File: config.mk
export PLATFORM = sky130hd
export DESIGN_NAME = text_ram_arbiter
export DESIGN_NICKNAME = d
export VERILOG_FILES = /design/src/rtl/text_pkg.sv /design/src/rtl/text_word_merge.sv /design/src/rtl/text_ram_arbiter.sv
export SDC_FILE = /design/constraint.sdc
export NUM_CORES = 1
export LEC_CHECK = 0
export BUFFER_PORTS_ARGS = -buffer_cell sky130_fd_sc_hd__buf_2
export CORE_MARGIN = 2
export CORE_UTILIZATION = 56
export CTS_CLUSTER_DIAMETER = 50
export CTS_CLUSTER_SIZE = 12
export DETAILED_ROUTE_END_ITERATION = 7
export GPL_TIMING_DRIVEN = 0
export PLACE_DENSITY = 0.86
export REMOVE_ABC_BUFFERS = 1
export SLEW_MARGIN = 20
export SYNTH_ARGS = -nofsm -noshare
export SYNTH_HDL_FRONTEND = slang
export SYNTH_SLANG_ARGS = --single-unit
File: constraint.sdc
create_clock -name clk -period 6.04 [get_ports clk]
set_input_delay 0.906 -clock clk [delete_from_list [all_inputs] [get_ports clk]]
set_output_delay 0.906 -clock clk [all_outputs]
set_load 0.005 [all_outputs]
File: src/rtl/text_pkg.sv
// Shared constants for the text-mode character RAM: screen geometry defaults,
// cell field positions inside a 32-bit word, the blank cell and the writer FSM states.
package text_pkg;

    localparam int DEF_COLS = 80;
    localparam int DEF_ROWS = 30;
    localparam int DEF_AW   = 12;

    localparam int ODD_CHAR_LSB  = 24;
    localparam int ODD_FG_LSB    = 21;
    localparam int ODD_BG_LSB    = 18;
    localparam int EVEN_CHAR_LSB = 10;
    localparam int EVEN_FG_LSB   = 7;
    localparam int EVEN_BG_LSB   = 4;

    localparam logic [7:0] BLANK_CHAR = 8'h20;
    localparam logic [2:0] BLANK_FG   = 3'd7;
    localparam logic [2:0] BLANK_BG   = 3'd0;

    // Both cells blank, low nibble cleared.
    localparam logic [31:0] BLANK_WORD = {BLANK_CHAR, BLANK_FG, BLANK_BG,
                                          BLANK_CHAR, BLANK_FG, BLANK_BG, 4'h0};

    typedef enum logic [2:0] {
        IDLE,
        RD,
        WAIT,
        WR,
        CLR
    } state_e;

endpackage

File: src/rtl/text_word_merge.sv
// Replaces one character cell inside a RAM word, leaving the sibling cell and
// the low nibble untouched.
module text_word_merge
    import text_pkg::*;
(
    input  logic [31:0] old_word_i,
    input  logic        parity_i,
    input  logic [7:0]  char_i,
    input  logic [2:0]  fg_i,
    input  logic [2:0]  bg_i,
    output logic [31:0] new_word_o
);

    always_comb begin
        new_word_o = old_word_i;
        if (parity_i) begin
            new_word_o[ODD_CHAR_LSB +: 8] = char_i;
            new_word_o[ODD_FG_LSB   +: 3] = fg_i;
            new_word_o[ODD_BG_LSB   +: 3] = bg_i;
        end else begin
            new_word_o[EVEN_CHAR_LSB +: 8] = char_i;
            new_word_o[EVEN_FG_LSB   +: 3] = fg_i;
            new_word_o[EVEN_BG_LSB   +: 3] = bg_i;
        end
    end

endmodule

File: src/rtl/text_ram_arbiter.sv
// Shares a single-port text RAM between the display reader (always first) and a
// character writer doing read-modify-write, plus a full-screen clear engine.
module text_ram_arbiter
    import text_pkg::*;
#(
    parameter int COLS = DEF_COLS,
    parameter int ROWS = DEF_ROWS,
    parameter int AW   = DEF_AW
)
(
    input  logic          clk,
    input  logic          rst,
    input  logic          disp_req,
    input  logic [AW-1:0] disp_addr,
    output logic [AW-1:0] ram_addr,
    output logic          ram_we,
    output logic [31:0]   ram_wdata,
    input  logic [31:0]   ram_rdata,
    input  logic          wr_valid,
    output logic          wr_ready,
    input  logic [6:0]    wr_col,
    input  logic [4:0]    wr_row,
    input  logic [7:0]    wr_char,
    input  logic [2:0]    wr_fg,
    input  logic [2:0]    wr_bg,
    input  logic          clr_start,
    output logic          busy,
    output logic          err
);

    localparam logic [31:0]   COLS_U    = 32'(COLS);
    localparam logic [31:0]   ROWS_U    = 32'(ROWS);
    localparam logic [AW-1:0] LAST_WORD = AW'((COLS * ROWS) / 2 - 1);

    state_e        state_q, state_d;
    logic [AW-1:0] word_q, word_d;
    logic          parity_q, parity_d;
    logic [7:0]    char_q, char_d;
    logic [2:0]    fg_q, fg_d;
    logic [2:0]    bg_q, bg_d;
    logic [31:0]   merged_q, merged_d;
    logic [AW-1:0] cnt_q, cnt_d;
    logic          err_q, err_d;

    logic          in_range;
    logic [AW-1:0] cell_idx;
    logic [31:0]   merge_word;

    assign in_range = ({25'd0, wr_col} < COLS_U) && ({27'd0, wr_row} < ROWS_U);
    assign cell_idx = AW'(wr_col) + AW'(wr_row) * AW'(COLS);

    assign wr_ready = !rst && (state_q == IDLE) && !clr_start;
    assign busy     = (state_q != IDLE);
    assign err      = err_q;

    text_word_merge u_merge (
        .old_word_i (ram_rdata),
        .parity_i   (parity_q),
        .char_i     (char_q),
        .fg_i       (fg_q),
        .bg_i       (bg_q),
        .new_word_o (merge_word)
    );

    always_ff @(posedge clk or posedge rst) begin
        if (rst) begin
            state_q  <= IDLE;
            word_q   <= '0;
            parity_q <= 1'b0;
            char_q   <= '0;
            fg_q     <= '0;
            bg_q     <= '0;
            merged_q <= '0;
            cnt_q    <= '0;
            err_q    <= 1'b0;
        end else begin
            state_q  <= state_d;
            word_q   <= word_d;
            parity_q <= parity_d;
            char_q   <= char_d;
            fg_q     <= fg_d;
            bg_q     <= bg_d;
            merged_q <= merged_d;
            cnt_q    <= cnt_d;
            err_q    <= err_d;
        end
    end

    // The display owns the bus by default; only RD, WR and CLR steal it, and
    // only in cycles where the display is not asking.
    always_comb begin
        state_d   = state_q;
        word_d    = word_q;
        parity_d  = parity_q;
        char_d    = char_q;
        fg_d      = fg_q;
        bg_d      = bg_q;
        merged_d  = merged_q;
        cnt_d     = cnt_q;
        err_d     = 1'b0;
        ram_addr  = disp_addr;
        ram_we    = 1'b0;
        ram_wdata = '0;

        case (state_q)
            IDLE: begin
                if (clr_start) begin
                    state_d = CLR;
                    cnt_d   = '0;
                end else if (wr_valid) begin
                    if (in_range) begin
                        word_d   = cell_idx >> 1;
                        parity_d = cell_idx[0];
                        char_d   = wr_char;
                        fg_d     = wr_fg;
                        bg_d     = wr_bg;
                        state_d  = RD;
                    end else begin
                        err_d = 1'b1;
                    end
                end
            end
            RD: begin
                if (!disp_req) begin
                    ram_addr = word_q;
                    state_d  = WAIT;
                end
            end
            WAIT: begin
                merged_d = merge_word;
                state_d  = WR;
            end
            WR: begin
                if (!disp_req) begin
                    ram_we    = 1'b1;
                    ram_addr  = word_q;
                    ram_wdata = merged_q;
                    state_d   = IDLE;
                end
            end
            CLR: begin
                if (!disp_req) begin
                    ram_we    = 1'b1;
                    ram_addr  = cnt_q;
                    ram_wdata = BLANK_WORD;
                    if (cnt_q == LAST_WORD) begin
                        state_d = IDLE;
                        cnt_d   = '0;
                    end else begin
                        cnt_d = cnt_q + 1'b1;
                    end
                end
            end
            default: state_d = IDLE;
        endcase
    end

endmodule

==> results of run 1 <==
registers in the layout, indices dropped and copies added (netlist names):
register and cells:
char_q 8, err 1, bg_q 3, cnt_q 12, merged_q 32, word_q 11
fg_q 3, parity_q 1, state_q 3
metal layers:
metal	part of all wire	vias to the layer above	track usage
li1	-	1697	-
met1	0.41	1674	0.325
met2	0.51	110	0.442
met3	0.039	33	0.0360
met4	0.037	0	0.132
met5	0	-	0
power by group through the flow:
| stage | logic [mW] | clock network, mW | registers (mW) |
|---|---|---|---|
| floorplan | 0.534 | 0 | 0.850 |
| global placement | 0.700 | 0 | 0.889 |
| detailed placement | 0.802 | 0 | 0.880 |
| CTS | 0.809 | 0.385 | 0.870 |
| global route | 0.895 | 0.409 | 0.899 |
| finish | 0.803 | 0.380 | 0.870 |
cells by family (layout without fill, tap and decap cells):
kind of cell,after synthesis,after routing,synth area share
AND/OR/NAND/NOR,129,129,0.171
AO/OA/AOI/OAI,102,102,0.154
flip-flops,74,74,0.445
multiplexers,53,53,0.135
buffers and inverters,29,150,0.0301
adder cells (fa/ha/maj),12,12,0.0397
XOR/XNOR,10,10,0.0244
cell usage in the layout (no fill, tap or decap), types with 3 or more instances in the layout:
| cell type | netlist | final |
|---|---|---|
| sky130_fd_sc_hd__ha_1 | 10 | 10 |
| sky130_fd_sc_hd__nor2_1 | 36 | 36 |
| sky130_fd_sc_hd__xnor2_1 | 8 | 8 |
| sky130_fd_sc_hd__nand2_1 | 22 | 22 |
| sky130_fd_sc_hd__mux2_1 | 20 | 20 |
| sky130_fd_sc_hd__nand4_1 | 5 | 5 |
| sky130_fd_sc_hd__nand3_1 | 7 | 7 |
| sky130_fd_sc_hd__o21ai_1 | 12 | 13 |
| sky130_fd_sc_hd__mux2_2 | 5 | 5 |
| sky130_fd_sc_hd__mux2i_1 | 28 | 28 |
| sky130_fd_sc_hd__clkbuf_8 | 0 | 9 |
| sky130_fd_sc_hd__and2_1 | 25 | 25 |
| sky130_fd_sc_hd__a21o_1 | 10 | 10 |
| sky130_fd_sc_hd__buf_2 | 10 | 122 |
| sky130_fd_sc_hd__o21ai_0 | 17 | 16 |
| sky130_fd_sc_hd__inv_1 | 5 | 4 |
| sky130_fd_sc_hd__a22oi_1 | 11 | 11 |
| sky130_fd_sc_hd__nor2b_1 | 5 | 5 |
| sky130_fd_sc_hd__or3_1 | 5 | 5 |
| sky130_fd_sc_hd__a21oi_1 | 39 | 39 |
| sky130_fd_sc_hd__dfrtp_1 | 74 | 73 |
| sky130_fd_sc_hd__buf_6 | 0 | 3 |
layout make-up:
type	count	area, sq um	area share
Inverter	5	21.3	0.00416
Tap cell	99	124	0.0243
Multi-Input combinational cell	306	2190	0.430
Clock buffer	10	128	0.0250
Clock inverter	6	65.1	0.0127
Sequential cell	74	1850	0.363
Timing Repair Buffer	129	722	0.141
how the worst min path moves through the flow:
stage,from,end,depth (start not counted)
global route,rst,merged_q[0],2
global placement,word_q[8],word_q[8],2
detailed placement,word_q[9],word_q[9],1
CTS,rst,merged_q[1],2
floorplan,word_q[5],word_q[5],2
finish,rst,merged_q[1],2
synthesized netlist by cell type (2+ instances only):
cell                       count  area [sq um]
sky130_fd_sc_hd__or4_1         2          15.0
sky130_fd_sc_hd__a22oi_1      11          82.6
sky130_fd_sc_hd__or2_1         2          12.5
sky130_fd_sc_hd__buf_2        10          50.1
sky130_fd_sc_hd__nand2_1      22          82.6
sky130_fd_sc_hd__nor2_2        2          12.5
sky130_fd_sc_hd__o21ai_1      12          60.1
sky130_fd_sc_hd__clkbuf_1     12          45.0
sky130_fd_sc_hd__fa_1          2          40.0
sky130_fd_sc_hd__nand3_1       7          35.0
sky130_fd_sc_hd__xnor2_1       8          70.1
sky130_fd_sc_hd__and3_1        2          12.5
sky130_fd_sc_hd__and4_1        2          17.5
sky130_fd_sc_hd__o31ai_1       2          15.0
sky130_fd_sc_hd__or3_1         5          31.3
sky130_fd_sc_hd__a31oi_1       2          12.5
sky130_fd_sc_hd__mux2_2        5          56.3
sky130_fd_sc_hd__nor2b_1       5          31.3
sky130_fd_sc_hd__nand4_1       5          31.3
sky130_fd_sc_hd__inv_1         5          18.8
sky130_fd_sc_hd__a21o_1       10          75.1
sky130_fd_sc_hd__o21ai_0      17          85.1
sky130_fd_sc_hd__nor3b_1       2          15.0
sky130_fd_sc_hd__dfrtp_1      74          1850
sky130_fd_sc_hd__or3b_1        2          17.5
sky130_fd_sc_hd__ha_1         10           125
sky130_fd_sc_hd__mux2_1       20           225
sky130_fd_sc_hd__mux2i_1      28           280
sky130_fd_sc_hd__nor2_1       36           135
sky130_fd_sc_hd__and2_1       25           156
sky130_fd_sc_hd__a21oi_1      39           195
critical path, cell delays in order, from the launching register on:
cell	delay [ns]
sky130_fd_sc_hd__dfrtp_1	0.62
sky130_fd_sc_hd__nor2b_1	0.76
sky130_fd_sc_hd__and3_2	0.71
sky130_fd_sc_hd__and2_1	0.22
sky130_fd_sc_hd__buf_2	0.11
through the flow:
stage	hold slack [ns]	power, mW	util
finish	0.486	2.05	0.708
global route	0.495	2.20	0.708
CTS	0.482	2.06	0.708
detailed placement	0.483	1.68	0.681
global placement	0.472	1.59	0.664
floorplan	0.456	1.38	-
==> metrics.txt, run 1 <==
# TYPE chip_impl_metric gauge
chip_impl_metric{name="first_global_vias",unit=""} 3574
chip_impl_info{name="worst_hold_path_type",value="in -> async"} 1
chip_impl_metric{name="hpwl",unit="mm"} 7.52
chip_impl_metric{name="achievable-frequency",unit="MHz"} 272
chip_impl_metric{name="numCtsBuffers",unit=""} 9
chip_impl_metric{name="power.share.clock",unit=""} 0.185
chip_impl_metric{name="postSynthCellCount",unit=""} 409
chip_impl_metric{name="global_route_wire_length_before_repair",unit="mm"} 17.0
chip_impl_metric{name="max-slew-margin-rel",unit=""} 0.423
chip_impl_metric{name="drc",unit=""} 0
chip_impl_metric{name="antenna_cells",unit=""} 0
chip_impl_metric{name="worst_slew_pin_slew",unit="ns"} 0.864
chip_impl_metric{name="die_h",unit="microns"} 90.2
chip_impl_metric{name="final.fill_count",unit=""} 562
chip_impl_info{name="timing.rr.start",value="state_q[2]"} 1
chip_impl_info{name="crit_path_start_kind",value="register"} 1
chip_impl_metric{name="post_dp_cell_area",unit="sq um"} 4910
chip_impl_metric{name="yosysSeqAreaShare",unit=""} 0.445
chip_impl_metric{name="start_util",unit=""} 0.576
chip_impl_metric{name="final.setup.tns",unit="ns"} 0
chip_impl_metric{name="floorplan.io_pins",unit=""} 123
chip_impl_metric{name="final_design_area_no_fill",unit="sq um"} 5110
chip_impl_info{name="synth-main-ff-cell",value="sky130_fd_sc_hd__dfrtp_1"} 1
chip_impl_metric{name="finalWorstSetupSlack",unit="ns"} 2.37
chip_impl_metric{name="grt_max_degree",unit=""} 60
chip_impl_metric{name="ant_nets",unit=""} 0
chip_impl_metric{name="number_of_synthesized_flops_with_an_enable_pin",unit=""} 0
chip_impl_metric{name="worst-endpoint-arrival",unit="ns"} 2.77
chip_impl_info{name="critical_path.endpoint_type",value="output port"} 1
chip_impl_info{name="crit_path_to",value="ram_wdata[5]"} 1
chip_impl_metric{name="place_ws",unit="ns"} 2.38
chip_impl_metric{name="reg2reg_depth",unit=""} 5
chip_impl_metric{name="final-max-slew-violation-count",unit=""} 0
chip_impl_info{name="critPathLaunch",value="state_q[0]"} 1
chip_impl_metric{name="detailedRoute.firstIterationViolations",unit=""} 185
chip_impl_metric{name="route.vias.total",unit=""} 3514
chip_impl_metric{name="synthDistinctLibCells",unit=""} 54
chip_impl_metric{name="routedWlPerCell",unit="microns"} 16.3
chip_impl_metric{name="syn2layout_area_growth",unit="%"} 22.8
chip_impl_metric{name="die_w",unit="microns"} 90.2
chip_impl_metric{name="clkTransAtPathRegs",unit="ns"} 0.09
chip_impl_metric{name="period_needed",unit="ns"} 3.67
chip_impl_info{name="regToRegEndpoint",value="fg_q[2]"} 1
chip_impl_metric{name="detailedRoute.firstPassIterationCount",unit=""} 4
chip_impl_metric{name="die_area",unit="sq um"} 8130
chip_impl_metric{name="share_of_the_clock_period_used_by_the_worst_path_after_layout",unit=""} 0.608
chip_impl_metric{name="worst-r2r-setup-slack",unit="ns"} 3.85
chip_impl_metric{name="yosys_register_bits",unit=""} 74
chip_impl_metric{name="post_route_cells_drive_above_1_share",unit=""} 0.308
chip_impl_metric{name="instances_no_fill",unit=""} 629
chip_impl_metric{name="path_max_fanout",unit=""} 33
chip_impl_metric{name="core_area",unit="sq um"} 7210
chip_impl_metric{name="gr-usage-all-layers",unit=""} 0.260
chip_impl_metric{name="cts-htree-levels",unit=""} 3
chip_impl_metric{name="portBuffers",unit=""} 122
chip_impl_metric{name="grt-ovfl-total",unit=""} 0
chip_impl_metric{name="p_switching",unit="mW"} 0.764
chip_impl_metric{name="avg_vias_per_cell",unit=""} 5.59
chip_impl_metric{name="post_cts_resized",unit=""} 0
chip_impl_metric{name="routed_wl",unit="mm"} 10.2
chip_impl_metric{name="postCtsSetupRepairBufs",unit=""} 0
chip_impl_metric{name="gp_congestion",unit=""} 0.865
chip_impl_metric{name="std_cell_rows",unit=""} 31
chip_impl_metric{name="cts_hold_buf",unit=""} 0
chip_impl_metric{name="cap_violations",unit=""} 0
chip_impl_metric{name="ir_drop",unit="uV"} 228
chip_impl_metric{name="antenna_found_initial",unit=""} 0
chip_impl_metric{name="setup_viol",unit=""} 0
chip_impl_metric{name="cellInternalPower",unit="mW"} 1.29
chip_impl_metric{name="clk-insertion-delay-late",unit="ns"} 0.35
chip_impl_metric{name="synth_area_per_cell",unit="sq um"} 10.2
chip_impl_metric{name="required",unit="ns"} 5.13
chip_impl_info{name="crit_type",value="reg -> out"} 1
chip_impl_metric{name="number_of_placed_cells_counting_well_taps",unit=""} 613
chip_impl_metric{name="power.leakage",unit="nW"} 2.51
chip_impl_metric{name="clkSinkCount",unit=""} 74
chip_impl_metric{name="p_sw_frac",unit=""} 0.372
chip_impl_metric{name="final.setup_skew",unit="ns"} 0.0140
chip_impl_metric{name="syn_area",unit="sq um"} 4160
chip_impl_metric{name="seqPwrFrac",unit=""} 0.424
chip_impl_metric{name="synth-async-reset-ratio",unit=""} 1.00
chip_impl_info{name="rsz0062_at_grt",value="no"} 1
chip_impl_metric{name="combPwrFrac",unit=""} 0.391
chip_impl_metric{name="hold_viol_final",unit=""} 0
chip_impl_metric{name="max-clock-path-buffers",unit=""} 2
chip_impl_info{name="cts_root_buffer",value="sky130_fd_sc_hd__clkbuf_8"} 1
chip_impl_metric{name="synth_warnings",unit=""} 0
chip_impl_info{name="outcome",value="finished, final reports clean"} 1
chip_impl_info{name="cts_tree",value="done"} 1
chip_impl_metric{name="finalNetCount",unit=""} 612
chip_impl_metric{name="pwr_dens",unit="nW/um^2"} 402
Note: power is estimated with default switching activity, not from simulation.
==> inputs of run 2 (changes only) <==
--- a/config.mk
+++ b/config.mk
@@ -7,12 +7,12 @@
 export LEC_CHECK = 0
 export BUFFER_PORTS_ARGS = -buffer_cell sky130_fd_sc_hd__buf_2
 export CORE_MARGIN = 2
-export CORE_UTILIZATION = 56
+export CORE_UTILIZATION = 47
 export CTS_CLUSTER_DIAMETER = 50
 export CTS_CLUSTER_SIZE = 12
 export DETAILED_ROUTE_END_ITERATION = 7
 export GPL_TIMING_DRIVEN = 0
-export PLACE_DENSITY = 0.86
+export PLACE_DENSITY = 0.77
 export REMOVE_ABC_BUFFERS = 1
 export SLEW_MARGIN = 20
 export SYNTH_ARGS = -nofsm -noshare
==> constraint.sdc (replaced) <==
create_clock -name clk -period 3 [get_ports clk]
set_input_delay 0.45 -clock clk [delete_from_list [all_inputs] [get_ports clk]]
set_output_delay 0.45 -clock clk [all_outputs]
set_load 0.005 [all_outputs]
==> run 2 against run 1 <==
Compared with the run above:
- clock power is 140% higher
- global-route usage is 4.3 points lower
- worst setup slack worse by 2.2 ns
- routed wire length is 1.7% lower
- first-iteration DRC count is 19% lower
- register-to-register slack worse by 3.3 ns
- cell count is 1.6% higher
- critical path type unchanged
- critical endpoint is now ram_wdata[16]
==> metrics.txt, run 2 (same netlist as run 1, synthesis figures left out) <==
# TYPE chip_impl_metric gauge
chip_impl_metric{name="first_global_vias",unit=""} 3532
chip_impl_metric{name="max-clock-path-buffers",unit=""} 2
chip_impl_metric{name="ant_nets",unit=""} 0
chip_impl_metric{name="achievable-frequency",unit="MHz"} 358
chip_impl_metric{name="power.leakage",unit="nW"} 2.54
chip_impl_metric{name="avg_vias_per_cell",unit=""} 5.54
chip_impl_metric{name="floorplan.io_pins",unit=""} 123
chip_impl_metric{name="hold_viol_final",unit=""} 0
chip_impl_metric{name="global_route_wire_length_before_repair",unit="mm"} 16.9
chip_impl_metric{name="die_area",unit="sq um"} 9620
chip_impl_metric{name="largest_register_ffs",unit=""} 32
chip_impl_metric{name="cts-htree-levels",unit=""} 3
chip_impl_metric{name="number_of_placed_cells_counting_well_taps",unit=""} 622
chip_impl_info{name="regMostFlops",value="merged_q"} 1
chip_impl_metric{name="start_util",unit=""} 0.482
chip_impl_metric{name="final.setup_skew",unit="ns"} 0.00823
chip_impl_metric{name="cap_violations",unit=""} 0
chip_impl_info{name="outcome",value="finished, final reports clean"} 1
chip_impl_metric{name="portBuffers",unit=""} 122
chip_impl_metric{name="grt_max_degree",unit=""} 55
chip_impl_metric{name="finalWorstSetupSlack",unit="ns"} 0.207
chip_impl_metric{name="numCtsBuffers",unit=""} 9
chip_impl_metric{name="grt-ovfl-total",unit=""} 0
chip_impl_info{name="critical_path.endpoint_type",value="output port"} 1
chip_impl_metric{name="period_needed",unit="ns"} 2.79
chip_impl_metric{name="std_cell_rows",unit=""} 34
chip_impl_metric{name="clkTransAtPathRegs",unit="ns"} 0.07
chip_impl_metric{name="required",unit="ns"} 2.55
chip_impl_info{name="rsz0062_at_grt",value="no"} 1
chip_impl_metric{name="worst-endpoint-arrival",unit="ns"} 2.34
chip_impl_metric{name="hpwl",unit="mm"} 7.50
chip_impl_info{name="worst_hold_path_type",value="in -> async"} 1
chip_impl_metric{name="gr-usage-all-layers",unit=""} 0.217
chip_impl_metric{name="hold_slack",unit="ns"} 0.0702
chip_impl_metric{name="route.vias.total",unit=""} 3543
chip_impl_metric{name="gp_congestion",unit=""} 0.884
chip_impl_metric{name="ir_drop",unit="uV"} 480
chip_impl_metric{name="place_ws",unit="ns"} -0.138
chip_impl_info{name="most-common-layout-cells",value="sky130_fd_sc_hd__buf_2, sky130_fd_sc_hd__dfrtp_1, sky130_fd_sc_hd__a21oi_1"} 1
chip_impl_metric{name="syn2layout_area_growth",unit="%"} 24.8
chip_impl_info{name="cts_root_buffer",value="sky130_fd_sc_hd__clkbuf_8"} 1
chip_impl_metric{name="worst_slew_pin_slew",unit="ns"} 0.708
chip_impl_metric{name="clk-insertion-delay-late",unit="ns"} 0.34
chip_impl_metric{name="worst-r2r-setup-slack",unit="ns"} 0.54
chip_impl_metric{name="final-max-slew-violation-count",unit=""} 0
chip_impl_metric{name="die_w",unit="microns"} 98.1
chip_impl_metric{name="antenna_cells",unit=""} 0
chip_impl_metric{name="max-slew-margin-rel",unit=""} 0.525
chip_impl_metric{name="clkSinkCount",unit=""} 74
chip_impl_metric{name="utilization",unit=""} 0.601
chip_impl_metric{name="detailedRoute.firstPassIterationCount",unit=""} 6
chip_impl_info{name="crit_type",value="reg -> out"} 1
chip_impl_metric{name="antenna_found_initial",unit=""} 0
chip_impl_metric{name="core_area",unit="sq um"} 8640
chip_impl_metric{name="routed_wl",unit="mm"} 10.1
chip_impl_info{name="layout_commonest_cell",value="sky130_fd_sc_hd__buf_2"} 1
chip_impl_metric{name="path_max_fanout",unit=""} 33
chip_impl_metric{name="post_route_cells_drive_above_1_share",unit=""} 0.311
chip_impl_metric{name="routedWlPerCell",unit="microns"} 15.7
chip_impl_metric{name="setup_viol",unit=""} 0
chip_impl_metric{name="instances_no_fill",unit=""} 639
chip_impl_info{name="crit_path_start_kind",value="register"} 1
chip_impl_metric{name="final.setup.tns",unit="ns"} 0
chip_impl_metric{name="die_h",unit="microns"} 98.1
chip_impl_metric{name="share_of_the_clock_period_used_by_the_worst_path_after_layout",unit=""} 0.931
chip_impl_metric{name="drc",unit=""} 0
chip_impl_info{name="cts_tree",value="done"} 1
chip_impl_metric{name="detailedRoute.firstIterationViolations",unit=""} 150
chip_impl_info{name="top_flop_regs",value="merged_q (32), cnt_q (12), word_q (11)"} 1
chip_impl_metric{name="pwr_dens",unit="nW/um^2"} 828
chip_impl_metric{name="finalNetCount",unit=""} 614
[run 2: changes by cell type in the layout (fill, tap and decap cells not counted), sizes merged]
cell	change
buf	+2
bufinv	+2
clkinv	-1
clkinvlp	-1
inv	-1
[run 2: path summary, 6_finish.rpt]
path / startpoint / to / cells after the start
min in group clk: wr_char[1] / char_q[1] / 2
max in group asynchronous: rst / parity_q / 3
hold / removal: rst / err / 2
setup reg to reg: state_q[2] / word_q[0] / 5
setup / recovery: state_q[0] / ram_wdata[16] / 4
hold reg to reg: word_q[2] / word_q[2] / 1
[run 2: cell type report]
cell class,instances,area (sq um)
Clock buffer,10,128
Clock inverter,5,104
Fill cell,732,3450
Inverter,5,21.3
Multi-Input combinational cell,306,2210
Sequential cell,74,1850
Tap cell,108,135
Timing Repair Buffer,131,741
[run 2: stage by stage]
| step | area, sq um | power [mW] |
|---|---|---|
| after floorplan | 4050 | 2.79 |
| after global placement | 4800 | 3.21 |
| after detailed placement | 4930 | 3.38 |
| after CTS | 5170 | 4.31 |
| after global routing | 5190 | 4.62 |
| final | 5190 | 4.29 |
[run 2: timing repair]
action | in CTS | in global routing
buffers inserted | 0 | 2
endpoints found under the hold margin | 0 | 0
resized for setup | 3 | 1
setup endpoints to repair | 44 | 34
hold buffers | 0 | 0
pin swaps | 0 | 0
cloned | 0 | 0
[run 2: routing by layer]
metal | global-route usage | wire length, microns
met1 | 0.276 | 4220
met2 | 0.360 | 4960
met3 | 0.0494 | 498
met4 | 0.0887 | 378
met5 | 0 | 0
[run 2: where the power goes]
group	leakage (nW)	switching [mW]	total, mW	internal [mW]
clock	0.116	0.368	0.916	0.549
sequential	0.886	0.360	1.78	1.42
combinational	1.54	0.787	1.60	0.810
[run 2: critical path, cell delays in order (launching register included)]
cell                      delay, ns
sky130_fd_sc_hd__dfrtp_1       0.65
sky130_fd_sc_hd__nor2b_2       0.55
sky130_fd_sc_hd__and3_4        0.48
sky130_fd_sc_hd__and2_1        0.18
sky130_fd_sc_hd__buf_2         0.12
==> inputs of run 3 (changes only) <==
--- a/config.mk
+++ b/config.mk
@@ -7,7 +7,7 @@
 export LEC_CHECK = 0
 export BUFFER_PORTS_ARGS = -buffer_cell sky130_fd_sc_hd__buf_2
 export CORE_MARGIN = 2
-export CORE_UTILIZATION = 47
+export CORE_UTILIZATION = 48
 export CTS_CLUSTER_DIAMETER = 50
 export CTS_CLUSTER_SIZE = 12
 export DETAILED_ROUTE_END_ITERATION = 7
@@ -17,4 +17,5 @@
 export SLEW_MARGIN = 20
 export SYNTH_ARGS = -nofsm -noshare
 export SYNTH_HDL_FRONTEND = slang
+export SYNTH_HIERARCHICAL = 1
 export SYNTH_SLANG_ARGS = --single-unit
==> run 3 against run 2 <==
Compared with the run above:
- die area increased by 2.9%
- via count decreased by 5.3%
- synthesized cell count decreased by 10%
- routed wire length decreased by 1.5%
- clock power decreased by 13%
- clock skew decreased by 0.0014 ns
- non-clock buffer count increased by 2
- fmax decreased by 2.7%
- critical path depth unchanged
- sequential cell count unchanged
- largest cell class unchanged
==> metrics.txt, run 3 <==
# TYPE chip_impl_metric gauge
chip_impl_metric{name="core_area",unit="sq um"} 8760
chip_impl_metric{name="worst-r2r-setup-slack",unit="ns"} 0.65
chip_impl_metric{name="share_of_the_clock_period_used_by_the_worst_path_after_layout",unit=""} 0.957
chip_impl_metric{name="synth_warnings",unit=""} 6
chip_impl_info{name="cts_root_buffer",value="sky130_fd_sc_hd__clkbuf_8"} 1
chip_impl_metric{name="detailedRoute.firstIterationViolations",unit=""} 88
chip_impl_metric{name="yosysSeqAreaShare",unit=""} 0.423
chip_impl_metric{name="routed_wl",unit="mm"} 9.91
chip_impl_info{name="outcome",value="finished, final reports clean"} 1
chip_impl_metric{name="gr-usage-all-layers",unit=""} 0.206
chip_impl_info{name="cts_tree",value="done"} 1
chip_impl_info{name="crit_type",value="reg -> out"} 1
chip_impl_metric{name="ant_nets",unit=""} 0
chip_impl_metric{name="achievable-frequency",unit="MHz"} 348
chip_impl_metric{name="ir_drop",unit="uV"} 687
chip_impl_metric{name="largest_register_ffs",unit=""} 32
chip_impl_metric{name="multi_input_comb_area",unit="sq um"} 2350
chip_impl_metric{name="gp_congestion",unit=""} 0.839
chip_impl_metric{name="antenna_cells",unit=""} 0
chip_impl_info{name="synth-main-ff-cell",value="sky130_fd_sc_hd__dfrtp_1"} 1
chip_impl_metric{name="std_cell_rows",unit=""} 34
chip_impl_metric{name="total_power",unit="mW"} 4.44
chip_impl_metric{name="drc",unit=""} 0
chip_impl_metric{name="path_max_fanout",unit=""} 30
chip_impl_metric{name="cap_violations",unit=""} 0
chip_impl_metric{name="critical_path.n_buffers_inverters",unit=""} 1
chip_impl_metric{name="synth-async-reset-ratio",unit=""} 1.00
chip_impl_info{name="timing.rr.start",value="state_q[1]"} 1
chip_impl_metric{name="utilization",unit=""} 0.605
chip_impl_metric{name="final.fill_count",unit=""} 728
chip_impl_info{name="regMostFlops",value="merged_q"} 1
chip_impl_metric{name="hpwl",unit="mm"} 7.16
chip_impl_info{name="crit_path_start_kind",value="register"} 1
chip_impl_metric{name="antenna_found_initial",unit=""} 0
chip_impl_metric{name="start_util",unit=""} 0.499
chip_impl_info{name="list_of_most_frequent_post_synthesis_cells",value="sky130_fd_sc_hd__dfrtp_1, sky130_fd_sc_hd__mux2_2, sky130_fd_sc_hd__and3_1"} 1
chip_impl_info{name="worst_hold_path_type",value="in -> async"} 1
chip_impl_info{name="layout_commonest_cell",value="sky130_fd_sc_hd__buf_2"} 1
chip_impl_metric{name="power.leakage",unit="nW"} 2.73
chip_impl_info{name="most-common-layout-cells",value="sky130_fd_sc_hd__buf_2, sky130_fd_sc_hd__dfrtp_1, sky130_fd_sc_hd__mux2_2"} 1
chip_impl_metric{name="post_route_cells_drive_above_1_share",unit=""} 0.503
chip_impl_metric{name="floorplan.io_pins",unit=""} 123
chip_impl_metric{name="register_area",unit="sq um"} 1850
chip_impl_metric{name="grt-ovfl-total",unit=""} 0
chip_impl_metric{name="die_area",unit="sq um"} 9900
chip_impl_info{name="rsz0062_at_grt",value="no"} 1
chip_impl_info{name="top_flop_regs",value="merged_q (32), cnt_q (12), word_q (11)"} 1
chip_impl_metric{name="grt_max_degree",unit=""} 39
chip_impl_info{name="synth.most_common_cell",value="sky130_fd_sc_hd__dfrtp_1"} 1
chip_impl_metric{name="finalNetCount",unit=""} 571
chip_impl_metric{name="portBuffers",unit=""} 122
chip_impl_info{name="critPathSlowestCell",value="sky130_fd_sc_hd__or3b_1"} 1
chip_impl_metric{name="clkSinkCount",unit=""} 74
chip_impl_metric{name="postSynthCellCount",unit=""} 367
chip_impl_metric{name="first_global_vias",unit=""} 3350
chip_impl_metric{name="number_of_placed_cells_counting_well_taps",unit=""} 578
chip_impl_metric{name="timing.critical_path.slowest_cell_delay",unit="ns"} 0.63
chip_impl_info{name="critical_path.endpoint_type",value="output port"} 1
chip_impl_metric{name="reg2reg_depth",unit=""} 4
chip_impl_metric{name="clk-insertion-delay-late",unit="ns"} 0.35
chip_impl_metric{name="period_needed",unit="ns"} 2.87
chip_impl_info{name="timing.critical_path.cells",value="or3b_1 > nor2_2 > o21ai_0 > buf_2"} 1
chip_impl_info{name="path_delay_family",value="simple AND/OR/NAND/NOR gates"} 1
chip_impl_metric{name="die_h",unit="microns"} 99.5
chip_impl_metric{name="finalWorstSetupSlack",unit="ns"} 0.130
chip_impl_metric{name="max-slew-margin-rel",unit=""} 0.569
chip_impl_metric{name="instances_no_fill",unit=""} 597
chip_impl_metric{name="routedWlPerCell",unit="microns"} 16.6
chip_impl_metric{name="synthDistinctLibCells",unit=""} 59
chip_impl_metric{name="cts-htree-levels",unit=""} 3
chip_impl_metric{name="max-clock-path-buffers",unit=""} 2
chip_impl_metric{name="worst-endpoint-arrival",unit="ns"} 2.42
chip_impl_metric{name="setup_viol",unit=""} 0
chip_impl_metric{name="syn2layout_area_growth",unit="%"} 21.2
chip_impl_metric{name="syn_area",unit="sq um"} 4380
chip_impl_metric{name="clkTransAtPathRegs",unit="ns"} 0.08
chip_impl_metric{name="place_ws",unit="ns"} -0.310
chip_impl_metric{name="worst_slew_pin_slew",unit="ns"} 0.644
chip_impl_info{name="post_synth_main_area_contributors",value="sky130_fd_sc_hd__dfrtp_1, sky130_fd_sc_hd__mux2_2, sky130_fd_sc_hd__mux2_4"} 1
chip_impl_metric{name="hold_slack",unit="ns"} 0.126
chip_impl_metric{name="yosys_register_bits",unit=""} 74
chip_impl_metric{name="final-max-slew-violation-count",unit=""} 0
chip_impl_metric{name="numCtsBuffers",unit=""} 9
chip_impl_info{name="regToRegEndpoint",value="bg_q[2]"} 1
chip_impl_metric{name="yosysTopAreaCellShare",unit=""} 0.423
chip_impl_metric{name="detailedRoute.firstPassIterationCount",unit=""} 5
chip_impl_metric{name="route.vias.total",unit=""} 3355
chip_impl_metric{name="synth_area_per_cell",unit="sq um"} 11.9
chip_impl_metric{name="number_of_synthesized_flops_with_an_enable_pin",unit=""} 0
chip_impl_metric{name="avg_vias_per_cell",unit=""} 5.62
chip_impl_metric{name="final.setup_skew",unit="ns"} 0.00687
chip_impl_metric{name="global_route_wire_length_before_repair",unit="mm"} 16.3
chip_impl_metric{name="required",unit="ns"} 2.55
chip_impl_info{name="yosysTopAreaCell",value="sky130_fd_sc_hd__dfrtp_1"} 1
chip_impl_metric{name="die_w",unit="microns"} 99.5
chip_impl_metric{name="cts_hold_buf",unit=""} 0
chip_impl_metric{name="pwr_dens",unit="nW/um^2"} 837
chip_impl_metric{name="hold_viol_final",unit=""} 0
## run 3: worst register-to-register path: cells and delay by family (launching register included)
family / cells / cell delay (ns)
and+or+nand+nor: 2 / 1.02
buffers and inverters: 1 / 0.29
DFF: 1 / 0.60
muxes: 1 / 0.33
## run 3: how the worst max path moves through the flow
stage,startpoint,end,slack [ns],cells after the start
finish,state_q[1],ram_addr[11],0.13,4
global route,state_q[1],ram_addr[6],0.02,5
CTS,state_q[1],ram_addr[1],0.02,5
detailed placement,state_q[1],ram_addr[1],-0.31,5
global placement,disp_req,ram_addr[0],-1.98,5
floorplan,state_q[0],ram_addr[0],-0.22,4
## run 3: cell families (layout without fill, tap and decap cells)
logic type               after synthesis  in the layout  synth area share
AND/OR/NAND/NOR                       86             87             0.118
multiplexers                          82             82             0.228
buffers and inverters                 33            154            0.0452
XOR/XNOR                              10             10            0.0232
adder cells (fa/ha/maj)               12             12            0.0377
flip-flops                            74             74             0.423
AO/OA/AOI/OAI                         70             70             0.125
## run 3: where the power goes
part / switching [mW] / total, mW / leakage, nW / internal (mW)
sequential: 0.312 / 1.74 / 0.918 / 1.43
clock: 0.390 / 0.797 / 0.0945 / 0.407
combinational: 0.784 / 1.91 / 1.72 / 1.12
total: 1.49 / 4.44 / 2.73 / 2.95
## run 3: layout make-up
cell class	instances	area share
Tap cell	108	0.0255
Inverter	5	0.00401
Timing Repair Buffer	133	0.140
Sequential cell	74	0.350
Multi-Input combinational cell	261	0.443
Clock buffer	10	0.0259
Clock inverter	6	0.0125
## run 3: routing by layer
layer,wire (microns),part of all wire,track usage,up-vias
met5,0,0,0,-
met3,463,0.047,0.0457,14
met4,187,0.019,0.0632,0
li1,-,-,-,1586
met2,4960,0.50,0.349,93
met1,4300,0.43,0.263,1662
## run 3: stage by stage
step	cell area, sq um	setup TNS, ns
floorplan	4200	-2.70
global placement	4940	-121.03
detailed placement	5070	-3.31
CTS	5290	0
global route	5300	0
finish	5300	0
## run 3: timing repair
item                                   4_1_cts  5_1_grt
pin swaps                                    1        1
endpoints found under the hold margin        0        0
gates cloned                                 1        0
setup endpoints to repair                   21       11
buffers inserted                             0        2
gates resized for setup                      2        0
